[src/rtl/i2s_sample_receiver.sv]
// I2S receiver: captures the top SAMPLE_BITS of each slot and emits one mono (or left-only)
// sample per complete stereo frame, discarding malformed frames.
module i2s_sample_receiver #(
    parameter int SAMPLE_BITS = 16,
    parameter int MONO_MIX    = 1
) (
    input  logic                          clk,
    input  logic                          rst,
    input  logic                          i2sBclk,
    input  logic                          i2sLrclk,
    input  logic                          i2sData,
    output logic signed [SAMPLE_BITS-1:0] inputSample,
    output logic                          sampleReady,
    output logic                          frameError
);

    localparam int CW = $clog2(SAMPLE_BITS + 1);

    localparam logic [1:0] StSync  = 2'd0;
    localparam logic [1:0] StDelay = 2'd1;
    localparam logic [1:0] StShift = 2'd2;
    localparam logic [1:0] StDrain = 2'd3;

    logic                   r_bclk_s1, r_bclk_s2, r_bclk_d;
    logic                   r_lr_s1, r_lr_s2, r_lr_prev;
    logic                   r_dat_s1, r_dat_s2;
    logic [1:0]             r_state;
    logic [CW-1:0]          r_cnt;
    logic [SAMPLE_BITS-1:0] r_shift;
    logic [SAMPLE_BITS-1:0] r_left;
    logic                   r_left_ok;
    logic [SAMPLE_BITS-1:0] r_sample;
    logic                   r_ready;
    logic                   r_err;

    logic                   w_rise;
    logic                   w_lr_chg;
    logic                   w_last_bit;
    logic                   w_slot_done;
    logic                   w_short;
    logic [SAMPLE_BITS-1:0] w_word;
    logic signed [SAMPLE_BITS:0] w_sum;
    logic [SAMPLE_BITS-1:0] w_mix;
    logic [SAMPLE_BITS-1:0] w_out;

    assign w_rise     = r_bclk_s2 & ~r_bclk_d;
    assign w_lr_chg   = w_rise & (r_lr_s2 != r_lr_prev);
    assign w_last_bit = (r_cnt == CW'(SAMPLE_BITS - 1));

    // A slot exactly SAMPLE_BITS long delivers its LSB on the edge that reveals the WS change.
    assign w_slot_done = w_lr_chg & ((r_state == StDrain) | ((r_state == StShift) & w_last_bit));
    assign w_short     = w_lr_chg & (r_state == StShift) & ~w_last_bit;
    assign w_word      = (r_state == StShift) ? {r_shift[SAMPLE_BITS-2:0], r_dat_s2} : r_shift;

    assign w_sum = $signed({r_left[SAMPLE_BITS-1], r_left}) + $signed({w_word[SAMPLE_BITS-1], w_word});
    assign w_mix = SAMPLE_BITS'(w_sum >>> 1);
    assign w_out = (MONO_MIX != 0) ? w_mix : r_left;

    always_ff @(posedge clk) begin
        if (rst) begin
            r_bclk_s1 <= 1'b0;
            r_bclk_s2 <= 1'b0;
            r_bclk_d  <= 1'b0;
            r_lr_s1   <= 1'b0;
            r_lr_s2   <= 1'b0;
            r_lr_prev <= 1'b0;
            r_dat_s1  <= 1'b0;
            r_dat_s2  <= 1'b0;
            r_state   <= StSync;
            r_cnt     <= '0;
            r_shift   <= '0;
            r_left    <= '0;
            r_left_ok <= 1'b0;
            r_sample  <= '0;
            r_ready   <= 1'b0;
            r_err     <= 1'b0;
        end else begin
            r_bclk_s1 <= i2sBclk;
            r_bclk_s2 <= r_bclk_s1;
            r_bclk_d  <= r_bclk_s2;
            r_lr_s1   <= i2sLrclk;
            r_lr_s2   <= r_lr_s1;
            r_dat_s1  <= i2sData;
            r_dat_s2  <= r_dat_s1;
            r_ready   <= 1'b0;
            r_err     <= 1'b0;
            if (w_rise) begin
                r_lr_prev <= r_lr_s2;
            end

            case (r_state)
                StSync: begin
                    if (w_rise && r_lr_prev && !r_lr_s2) begin
                        r_left_ok <= 1'b0;
                        r_state   <= StDelay;
                    end
                end
                // The edge that revealed the WS change carried the previous slot's LSB; that
                // edge is the one-bit delay, so the next edge is this slot's MSB.
                StDelay: begin
                    r_cnt   <= '0;
                    r_shift <= '0;
                    r_state <= StShift;
                end
                StShift: begin
                    if (w_rise && !w_lr_chg) begin
                        r_shift <= {r_shift[SAMPLE_BITS-2:0], r_dat_s2};
                        r_cnt   <= r_cnt + CW'(1);
                        if (w_last_bit) begin
                            r_state <= StDrain;
                        end
                    end
                end
                StDrain: begin
                end
                default: r_state <= StSync;
            endcase

            if (w_short) begin
                r_err     <= 1'b1;
                r_left_ok <= 1'b0;
                r_state   <= r_lr_s2 ? StSync : StDelay;
            end

            if (w_slot_done) begin
                r_state <= StDelay;
                if (r_lr_s2) begin
                    r_left    <= w_word;
                    r_left_ok <= 1'b1;
                end else begin
                    r_left_ok <= 1'b0;
                    if (r_left_ok) begin
                        r_sample <= w_out;
                        r_ready  <= 1'b1;
                    end
                end
            end
        end
    end

    assign inputSample = r_sample;
    assign sampleReady = r_ready;
    assign frameError  = r_err;

endmodule
[config.mk]
export PLATFORM = sky130hd
export DESIGN_NAME = i2s_sample_receiver
export DESIGN_NICKNAME = d
export VERILOG_FILES = /design/src/rtl/i2s_sample_receiver.sv
export SDC_FILE = /design/constraint.sdc
export NUM_CORES = 1
export LEC_CHECK = 0
export BUFFER_PORTS_ARGS = -buffer_cell sky130_fd_sc_hd__clkbuf_2
export CAP_MARGIN = 10
export CORE_UTILIZATION = 49
export CTS_CLUSTER_SIZE = 8
export DETAILED_ROUTE_END_ITERATION = 8
export PLACE_DENSITY = 0.7
export SYNTH_ARGS = -nofsm -noshare
export SYNTH_HDL_FRONTEND = slang
export SYNTH_SLANG_ARGS = --single-unit
[constraint.sdc]
create_clock -name clk -period 4.3 [get_ports clk]
set_input_delay 1.29 -clock clk [delete_from_list [all_inputs] [get_ports clk]]
set_output_delay 1.29 -clock clk [all_outputs]
set_load 0.05 [all_outputs]
==> out/qor.yml, run 1 <==
global_route:
  grt_pass1_wl_um: 11300
  grt_pass1_vias: 2586
  grt_max_degree: 52
  antenna_found_initial: 0
  track_usage_pct: 19.4
  grt-ovfl-total: 0
route:
  drc_errors: 0
  drt-pass1-iter-count: 4
  routed_wl_um: 6470
  drt_iter0_markers: 185
  viasPerCell: 5.51
  vias: 2732
  final_antenna_net_count: 0
  wl_per_cell_um: 13.0
synthesis:
  ys_seq_area_share_pct: 38.7
  synth_edf_count: 0
  syn_area_per_cell_sq_um: 8.62
  synth_top_area_share_pct: 38.7
  synthCells: 396
  ys_seq_elements: 66
  async_reset_ff_share_pct: 0
  synthFlopType: "dfxtp_1"
  synth_fp_nets: 424
  ys_warn_count: 0
  ys_top_cells_by_area: "dfxtp_1, ha_1, nor2_1, nor2b_1, mux2_2"
  yosysUniqueCellTypes: 47
  synth_area_sq_um: 3410
  synth_largest_area_cell: "dfxtp_1"
placed_design:
  io_buffers: 22
  gp_congestion: 0.762
  dp_hpwl_um: 4470
  numPlacedInstances: 480
final_layout:
  final.fill_count: 641
  drive_gt1_share_pct: 14.4
  insertedDiodeCount: 0
  utilization_pct: 56.1
  fin_cells: 496
  area_growth_pct: 11.0
  nets: 439
min_path:
  min_path_cells: 1
  hp-start: "r_dat_s1$_SDFF_PP0_"
  whs_endpoint: "r_dat_s2$_SDFF_PP0_"
  min_path_type: "register to register"
critical_path:
  rr_worst_depth: 12
  reg2reg_from: "r_state[0]$_SDFFE_PP0P_"
  r2r_slack_ps: 680
  required_ps: 4540
  path_cells: "inv_1 > ha_1 > buf_4 > mux2_2 > ha_1 > nor2b_1 > o31a_1 > o31a_1 > a311o_1 > o31ai_4 > a2111oi_0 > a2111oi_2"
  path_max_fanout: 12
  crit_type: "register to register"
  arrival_ps: 3860
  cp-start-kind: "register"
  r2r-end: "inputSample[15]$_SDFFE_PP0P_"
  slowest_delay_ps: 400
  cp_slowest_cell: "a311o_1"
  cp-end-kind: "register"
timing:
  rsz0062_at_grt: "false"
  hold_viol: 0
  finalCriticalPeriod_ps: 3620
  finalSetupViolCount: 0
  holdWs_ps: 447
  tightest_slew_ps: 999
  tns_ps: 0
  fin_crit_sh_pct: 84.1
  clock_skew_ps: 11.1
  finalMaxSlewViolations: 0
  worst_slew_margin_rel_pct: 33.4
  max_freq_mhz: 277
die:
  die-width_um: 85.5
  die_y_um: 85.5
  die_area_sq_um: 7300
  rows: 30
  initial_core_util_pct: 50.5
  core_area_sq_um: 6760
  pin_count: 23
pwr:
  power.leakage_nw: 1.52
  vdd_ir_drop_max_mv: 0.207
  power.density_nw_per_um2: 319
clock_network:
  postCtsSetupBuffers: 0
  numCtsBuffers: 9
  cts_tree: "done"
  worstSkewPairLatency_ps: 350
  numClockSinks: 66
  clk_transition_reported_paths_ps: 80
  clock_path_buffers: 2
  htree_num_levels: 3
  ctsHoldBuffers: 0
  ctsResizeCount: 0
  cts_root_buffer: "clkbuf_8"
outcome:
  outcome: "finished clean"
flow_run:
  cap_violations: 0
[sequential cells by signal (all words and copies together), names as in the netlist]
signal / flops
r_bclk_s2: 1
r_left: 16
sampleReady: 1
r_bclk_d: 1
r_dat_s1: 1
inputSample: 16
r_dat_s2: 1
r_shift: 16
r_bclk_s1: 1
r_cnt: 5
frameError: 1
r_state: 2
r_lr_prev: 1
r_left_ok: 1
r_lr_s1: 1
r_lr_s2: 1
[layout make-up]
| cell class | instances | area [sq um] | area share, % |
|---|---|---|---|
| sequential | 66 | 1320 | 34.9 |
| multi-input combinational | 300 | 1970 | 52.1 |
| clock buffer | 10 | 128 | 3.37 |
| tap | 80 | 100 | 2.64 |
| inverter | 7 | 26.3 | 0.694 |
| timing repair buffer | 27 | 148 | 3.90 |
| clock inverter | 6 | 91.3 | 2.41 |
[per-layer routing]
layer	part of all wire [%]	GRT usage, %	wire, um	vias up
li1	-	-	-	1427
met1	47	22.2	3070	1271
met2	49	33.7	3150	28
met3	2.8	6.81	182	6
met4	1.1	6.52	69	0
met5	0	0	0	-
[cells in the final DEF, fill, tap and decap left out, types with 3 or more instances in the layout]
cell type | netlist | routed
mux2_2 | 14 | 14
clkinv_4 | 0 | 3
clkbuf_8 | 0 | 9
a21oi_1 | 23 | 23
a22oi_1 | 18 | 18
nand3b_1 | 3 | 3
a211o_1 | 3 | 3
nand3_1 | 4 | 4
nor2b_1 | 27 | 27
xor2_1 | 5 | 5
inv_1 | 7 | 7
nand2_1 | 22 | 22
nand2b_1 | 7 | 7
nor3b_1 | 3 | 3
buf_4 | 0 | 5
ha_1 | 22 | 22
a31oi_1 | 3 | 3
a211oi_1 | 7 | 7
nor3_1 | 22 | 22
xnor2_1 | 6 | 6
clkbuf_2 | 0 | 22
mux2i_1 | 3 | 3
and3_1 | 3 | 3
nor2_1 | 62 | 62
dfxtp_1 | 66 | 66
o21a_1 | 3 | 3
o21ai_0 | 11 | 11
[how the worst max path moves through the flow]
stage / slack [ps] / depth (start not counted) / end / start
final: 680 / 12 / inputSample[15]$_SDFFE_PP0P_ / r_state[0]$_SDFFE_PP0P_
after floorplan: 890 / 13 / inputSample[15]$_SDFFE_PP0P_ / r_state[0]$_SDFFE_PP0P_
after global routing: 470 / 12 / inputSample[15]$_SDFFE_PP0P_ / r_state[0]$_SDFFE_PP0P_
after global placement: 780 / 12 / inputSample[15]$_SDFFE_PP0P_ / r_state[0]$_SDFFE_PP0P_
after CTS: 670 / 12 / inputSample[15]$_SDFFE_PP0P_ / r_state[0]$_SDFFE_PP0P_
after detailed placement: 700 / 12 / inputSample[15]$_SDFFE_PP0P_ / r_state[0]$_SDFFE_PP0P_
[stage by stage]
step | instance area (sq um) | total power (W) | setup slack [ps]
3_5_place_dp | 3570 | 0.000649 | 697
4_1_cts | 3790 | 0.00123 | 668
3_3_place_gp | 3570 | 0.000649 | 776
2_1_floorplan | 3410 | 0.000644 | 886
5_1_grt | 3790 | 0.00126 | 473
6_report | 3790 | 0.00121 | 684
[where the power goes]
| group | total [W] | switching [W] | leakage (nW) | internal, W |
|---|---|---|---|---|
| Combinational | 0.0000184 | 0.0000129 | 0.874 | 0.00000549 |
| Clock | 0.000576 | 0.000247 | 0.110 | 0.000329 |
| Sequential | 0.000616 | 0.00000221 | 0.533 | 0.000614 |
[logic make-up (layout without fill, tap and decap cells)]
| family | count (synthesis) | in the layout | synth area share (%) |
|---|---|---|---|
| buffers and inverters | 30 | 50 | 3.45 |
| AOI/OAI and AO/OA | 87 | 87 | 17.5 |
| adders and majority gates | 23 | 23 | 8.65 |
| and+or+nand+nor | 162 | 162 | 23.4 |
| xor gates and xnor gates | 11 | 11 | 2.82 |
| DFF | 66 | 66 | 38.7 |
| muxes | 17 | 17 | 5.50 |
[Yosys cell counts (2+ instances only)]
cell type,count
dfxtp_1,66
nor2_1,62
nor2b_1,27
a21oi_1,23
ha_1,22
nand2_1,22
nor3_1,22
a22oi_1,18
clkbuf_1,18
mux2_2,14
o21ai_0,11
a211oi_1,7
inv_1,7
nand2b_1,7
xnor2_1,6
xor2_1,5
buf_2,4
nand3_1,4
a211o_1,3
a31oi_1,3
and3_1,3
mux2i_1,3
nand3b_1,3
nor3b_1,3
o21a_1,3
a21boi_0,2
a21o_1,2
and2_1,2
nand4b_1,2
o21ai_1,2
o31a_1,2
o31ai_1,2
or4_1,2
[worst max-delay path, delay by kind of cell, from the launching register on]
kind / cells / cell delay, ps
AO/OA/AOI/OAI: 6 / 1610
buffers and inverters: 2 / 340
adder cells (fa/ha/maj): 2 / 690
multiplexers: 1 / 350
flip-flops: 1 / 360
AND/OR/NAND/NOR: 1 / 170
Power figures use the tool's default switching activity.
==> run 2, diff against run 1 <==
ABC_AREA = 1   (was default)
clock period = 3.7 ns   (was 4.3 ns; I/O delays follow)
==> run 2 against run 1 <==
  * Area after synthesis rose by 6.2%
  * First-iteration DRC count fell by 9.7%
  * Sequential cell count did not move
  * Combinational power rose by 47%
  * Largest cell class unchanged
==> out/qor.yml, run 2 <==
outcome:
  outcome: "finished clean"
placed_design:
  gp_congestion: 0.865  # +14%
  dpl-instance-area_sq_um: 3780  # +5.8%
  io_buffers: 22  # unchanged
  dp_hpwl_um: 5200  # +16%
clock_network:
  worstSkewPairLatency_ps: 350  # about the same
  cts_tree: "done"
  numClockSinks: 66  # unchanged
  ctsHoldBuffers: 0  # unchanged
  htree_num_levels: 3  # unchanged
  clk_transition_reported_paths_ps: 80  # about the same
  ctsResizeCount: 0  # unchanged
  postCtsSetupBuffers: 0  # unchanged
  numCtsBuffers: 9  # unchanged
  clock_path_buffers: 2  # unchanged
  cts_root_buffer: "clkbuf_8"
final_layout:
  insertedDiodeCount: 0  # unchanged
  nets: 574  # +31%
  final_area_sq_um: 4000  # +5.6%
  layout_commonest_cell: "nand2_1"
  final.fill_count: 696  # +8.6%
  layout_common_cells: "nand2_1, dfxtp_1, inv_1, a21oi_1, nand3_1"
  drive_gt1_share_pct: 9.07  # -5.3 points
  area_growth_pct: 10.4
  multi_input_area_sq_um: 1950  # -1.1%
  register_area_sq_um: 1320  # unchanged
pwr:
  power.density_nw_per_um2: 358  # +12%
  vdd_ir_drop_max_mv: 0.159  # -23%
  power.leakage_nw: 1.75  # +15%
route:
  routed_wl_um: 7450  # +15%
  drt_iter0_markers: 167  # -9.7%
  drt-pass1-iter-count: 5  # +1
  final_antenna_net_count: 0  # unchanged
  drc_errors: 0  # unchanged
  viasPerCell: 5.12  # -7.0%
  wl_per_cell_um: 11.5  # -12%
  vias: 3314  # +21%
critical_path:
  path_max_fanout: 35  # +23
  cp_slowest_cell: "fa_1"
  arrival_ps: 3250  # -610 ps
  slowest_delay_ps: 440  # +40 ps
  path_cells: "inv_1 > ha_1 > buf_4 > nand2_1 > o21ai_0 > inv_1 > fa_1 > o21ai_0 > nand3_1 > nand2_1 > nand2_1 > nand3_1 > nand3_1 > nand2_1 > inv_1"
  cp-end-kind: "register"
  crit_type: "register to register"
  required_ps: 3940  # -600 ps
  cp-start-kind: "register"
  path_common_cell: "nand2_1"
die:
  rows: 30  # unchanged
  initial_core_util_pct: 51.9  # +1.4 points
  die_area_sq_um: 7750  # +6.1%
  die_y_um: 88.0  # +3.0%
  die-width_um: 88.0  # +3.0%
  pin_count: 23  # unchanged
  core_area_sq_um: 6980  # +3.3%
min_path:
  min_path_type: "register to register"
synthesis:
  synth_largest_area_cell: "dfxtp_1"
  synthCells: 531  # +34%
  synth_fp_nets: 559  # +32%
  synthTopCellsByCount: "nand2_1, dfxtp_1, inv_1"
  synth_top_area_share_pct: 36.5  # -2.3 points
  yosysMostFrequentCell: "nand2_1"
  synthFlopType: "dfxtp_1"
  synth_edf_count: 0  # unchanged
  ys_warn_count: 0  # unchanged
  ys_top_cells_by_area: "dfxtp_1, nand2_1, a21oi_1, nand3_1, ha_1"
  async_reset_ff_share_pct: 0  # unchanged
  ys_seq_area_share_pct: 36.5  # -2.3 points
  synth_area_sq_um: 3620  # +6.2%
  syn_area_per_cell_sq_um: 6.83  # -21%
  yosysUniqueCellTypes: 33  # -30%
  ys_seq_elements: 66  # unchanged
timing:
  hold_viol: 0  # unchanged
  finalSetupViolCount: 0  # unchanged
  worst_slew_margin_rel_pct: 36.7  # +3.3 points
  max_freq_mhz: 333  # +20%
  tightest_slew_ps: 946  # -53.2 ps
  fin_crit_sh_pct: 81.1  # -3.0 points
  tns_ps: 0  # unchanged
  finalCriticalPeriod_ps: 3000  # -614 ps
  finalMaxSlewViolations: 0  # unchanged
  rsz0062_at_grt: "false"
  clock_skew_ps: 8.09  # -2.98 ps
flow_run:
  cap_violations: 0  # unchanged
global_route:
  grt_max_degree: 46  # -12%
  grt-ovfl-total: 0  # unchanged
  track_usage_pct: 21.0  # +1.6 points
  grt_pass1_wl_um: 12900  # +15%
  grt_pass1_vias: 2996  # +16%
  antenna_found_initial: 0  # unchanged
[run 2: changes by cell type after synthesis, sizes merged, moves of 7 or more]
cell and change:
nor2 -28, mux2 -14, o21ai +7, nor2b -27, nand2 +129, inv +56
a21oi +37, nand3 +52, nor3 -17, nand2b -7, a22oi -18
[run 2: area by class of cell]
type                            instances  share of cell area [%]
Clock inverter                          7                    2.53
Multi-Input combinational cell        378                    48.8
Inverter                               65                    6.10
Clock buffer                            9                    3.09
Sequential cell                        66                    33.0
Timing Repair Buffer                   26                    3.50
Tap cell                               96                    3.00
[run 2: metrics by stage]
step                      setup WS (ps)  hold WS [ps]  power, W  std cells  utilization, %
after floorplan                    1170           388  0.000754        531               -
after detailed placement            779           399  0.000762        631            54.1
after global placement              842           390  0.000761        631            54.1
final                               698           405   0.00143        647            57.3
after global routing                348           444   0.00148        647            57.3
after CTS                           713           406   0.00145        647            57.3
[run 2: worst max-delay path: cells and delay by family (launching register included)]
kind | cells | cell delay (ps)
AO/OA/AOI/OAI | 2 | 570
adder cells (fa/ha/maj) | 2 | 640
buffers and inverters | 4 | 600
flip-flops | 1 | 350
AND/OR/NAND/NOR | 7 | 750
[run 2: layer usage]
layer / global-route usage, % / share of wire [%] / vias up
li1: - / - / 1751
met2: 35.0 / 45 / 75
met3: 3.58 / 3.8 / 11
met4: 9.24 / 1.3 / 0
met5: 0 / 0 / -
met1: 26.9 / 50 / 1477
[run 2: cell families after synthesis]
| kind of cell | synth area share, % |
|---|---|
| compound gates | 14.5 |
| xor+xnor | 2.14 |
| fa+ha+maj | 8.15 |
| buf+inv | 9.70 |
| flops | 36.5 |
| simple gates | 29.1 |
[run 2: worst paths after layout]
path / start / endpoint / slack, ps / cells after the start
hold reg to reg: r_bclk_s1$_SDFF_PP0_ / r_bclk_s2$_SDFF_PP0_ / 400 / 2
setup / recovery: r_state[0]$_SDFFE_PP0P_ / inputSample[15]$_SDFFE_PP0P_ / 700 / 15
setup reg to reg: r_state[0]$_SDFFE_PP0P_ / inputSample[15]$_SDFFE_PP0P_ / 700 / 15
hold / removal: r_bclk_s1$_SDFF_PP0_ / r_bclk_s2$_SDFF_PP0_ / 400 / 2
[run 2: power breakdown]
group          switching, W  leakage, nW  internal [W]
clock network      0.000302        0.106      0.000384
registers        0.00000492        0.533      0.000714
logic             0.0000198         1.11    0.00000722
total              0.000327         1.75       0.00110
==> run 3, diff against run 2 <==
ABC_AREA = 0   (was 1)
clock period = 2.8 ns   (was 3.7 ns; I/O delays follow)
==> run 3 against run 2 <==
  * Largest cell class unchanged
  * Critical endpoint unchanged
  * Power grew 21%
  * Core utilization grew 4.6 points
  * Register-to-register slack lost 800 ps
  * Clock skew grew 2.4 ps
  * Hold slack gained 37 ps
  * Critical path type unchanged
  * The run now ends with negative setup slack left
  * First-iteration DRC count shrank 26%
  * Via count shrank 11%
  * Global-route usage grew 0.13 points
==> out/qor.yml, run 3 (synthesis gave the netlist of run 1 again) <==
critical_path:
  r2r_slack_ps: -100  # -800 ps
  r2r-end: "inputSample[15]$_SDFFE_PP0P_"
  required_ps: 3040  # -900 ps
  path_max_fanout: 6  # -83%
  rr_worst_depth: 12  # -3
  cp-start-kind: "register"
  arrival_ps: 3150  # -100 ps
  critPathLaunch: "r_state[0]$_SDFFE_PP0P_"
  cp-end-kind: "register"
  critPathCapture: "inputSample[15]$_SDFFE_PP0P_"
  reg2reg_from: "r_state[0]$_SDFFE_PP0P_"
  crit_type: "register to register"
final_layout:
  drive_gt1_share_pct: 25.6  # +16 points
  final_area_sq_um: 4180  # +4.5%
  layout_commonest_cell: "dfxtp_1"
  insertedDiodeCount: 0  # unchanged
  nets: 469  # -18%
  layout_common_cells: "dfxtp_1, nor2_1, buf_4, nor2b_1"
  final.fill_count: 575  # -17%
  area_growth_pct: 22.5
  multi_input_area_sq_um: 2130  # +9.3%
  register_area_sq_um: 1320  # +0.19%
pwr:
  pwr-share-seq_pct: 54.3  # +4.1 points
  clockPowerShare_pct: 43.7  # -4.2 points
  power.leakage_nw: 1.68  # -4.1%
  internal_power_w: 0.00134  # +22%
  p_sw_w: 0.000394  # +21%
  swShare_pct: 22.7  # -0.17 points
  vdd_ir_drop_max_mv: 0.320  # +100%
  power.density_nw_per_um2: 416  # +16%
  combPwrFrac_pct: 1.9  # about the same
route:
  routed_wl_um: 7370  # -1.1%
  wl_per_cell_um: 14.0  # +22%
  drt-pass1-iter-count: 4  # -1
  drc_errors: 0  # unchanged
  viasPerCell: 5.62  # +9.7%
  final_antenna_net_count: 0  # unchanged
  vias: 2956  # -11%
  drt_iter0_markers: 124  # -26%
placed_design:
  dpl-instance-area_sq_um: 3820  # +1.2%
  io_buffers: 22  # unchanged
  dp_hpwl_um: 4990  # -4.0%
  gp_congestion: 0.876  # +1.2%
global_route:
  grt_pass1_wl_um: 12200  # -5.9%
  grt_pass1_vias: 2781  # -7.2%
  antenna_found_initial: 0  # unchanged
  track_usage_pct: 21.2  # +0.13 points
  grt-ovfl-total: 0  # unchanged
  grt_max_degree: 48  # +4.3%
timing:
  worst_slew_margin_rel_pct: 45.2  # +8.5 points
  rsz0062_at_grt: "true"
  tns_ps: -183  # -183 ps
  finalSetupViolCount: 2  # +2
  tightest_slew_ps: 821  # -125 ps
  setup_slack_ps: -103  # -801 ps
  finalCriticalPeriod_ps: 2900  # -99.1 ps
  fin_crit_sh_pct: 104  # +23 points
  finalMaxSlewViolations: 0  # unchanged
  hold_viol: 0  # unchanged
  max_freq_mhz: 344  # +3.4%
  clock_skew_ps: 10.5  # +2.42 ps
die:
  core_area_sq_um: 6760  # -3.2%
  die-width_um: 85.5  # -2.9%
  pin_count: 23  # unchanged
  initial_core_util_pct: 50.5  # -1.4 points
  rows: 30  # unchanged
  die_y_um: 85.5  # -2.9%
  die_area_sq_um: 7300  # -5.7%
clock_network:
  cts_root_buffer: "clkbuf_8"
  clock_path_buffers: 2  # unchanged
  ctsHoldBuffers: 0  # unchanged
  numClockSinks: 66  # unchanged
  clk_transition_reported_paths_ps: 70  # about the same
  cts_tree: "done"
  htree_num_levels: 3  # unchanged
  worstSkewPairLatency_ps: 350  # about the same
  numCtsBuffers: 9  # unchanged
min_path:
  min_path_type: "register to register"
flow_run:
  cap_violations: 0  # unchanged
outcome:
  outcome: "finished, violations left"
  violations: "negative setup slack"
run 3: cell types whose count changed in the layout (fill, tap and decap cells not counted), sizes merged, moves of 17 or more:
cell / change
a22oi: +18
nor3: +17
inv: -57
nand2: -129
a21oi: -37
nand3: -52
nor2: +28
buf: +31
nor2b: +27
run 3: metrics by stage:
| step | setup slack, ps | utilization, % | hold WS (ps) | instances | power [W] |
|---|---|---|---|---|---|
| final | -103 | 61.9 | 442 | 526 | 0.00174 |
| after global routing | -220 | 61.9 | 456 | 526 | 0.00180 |
| after CTS | -121 | 61.1 | 446 | 525 | 0.00176 |
| after detailed placement | -142 | 56.6 | 428 | 503 | 0.00100 |
| after global placement | -38.1 | 56.6 | 418 | 503 | 0.000999 |
| after floorplan | -129 | - | 414 | 396 | 0.000989 |
run 3: worst min path at each step:
stage                                 endpoint  cells past startpoint  slack, ps                 start
final                     r_bclk_s2$_SDFF_PP0_                      1        440  r_bclk_s1$_SDFF_PP0_
after global routing        r_lr_s2$_SDFF_PP0_                      1        460    r_lr_s1$_SDFF_PP0_
after CTS                 r_bclk_s2$_SDFF_PP0_                      1        450  r_bclk_s1$_SDFF_PP0_
after detailed placement  r_bclk_s2$_SDFF_PP0_                      1        430  r_bclk_s1$_SDFF_PP0_
after global placement    r_bclk_s2$_SDFF_PP0_                      1        420  r_bclk_s1$_SDFF_PP0_
after floorplan           r_bclk_s2$_SDFF_PP0_                      1        410  r_bclk_s1$_SDFF_PP0_
run 3: metal layers:
| metal | vias to the layer above | track usage, % | share of wire (%) |
|---|---|---|---|
| met1 | 1413 | 24.6 | 44 |
| met5 | - | 0 | 0 |
| met4 | 0 | 11.4 | 1.5 |
| met3 | 11 | 5.35 | 3.0 |
| li1 | 1491 | - | - |
| met2 | 41 | 35.7 | 51 |
run 3: area by class of cell:
cell class,instances,share of cell area (%)
sequential,66,31.6
clock buffer,12,3.95
multi-input combinational,300,51.0
clock inverter,4,0.598
tap,80,2.39
inverter,7,0.628
timing repair buffer,57,9.78
run 3: worst max-delay path, cell delays in order (launching register included):
cell	delay [ps]
dfxtp_2	320
inv_2	60
ha_4	200
buf_12	120
mux2_4	310
ha_4	220
nor2b_4	120
o31a_1	260
o31a_1	270
a311o_1	330
o31ai_4	200
a2111oi_1	90
a2111oi_2	300
run 3: what timing repair did:
item / 4_1_cts / 5_1_grt
endpoints found under the setup margin: 4 / 9
pin swaps: 5 / 5
resized for setup: 13 / 14
setup buffers: 6 / 2
run 3: power by group through the flow:
stage	Clock (W)	Combinational (W)	Sequential (W)
after detailed placement	0	0.0000338	0.000966
after floorplan	0	0.0000230	0.000966
final	0.000760	0.0000338	0.000945
after global routing	0.000821	0.0000369	0.000945
after CTS	0.000783	0.0000339	0.000945
after global placement	0	0.0000327	0.000966
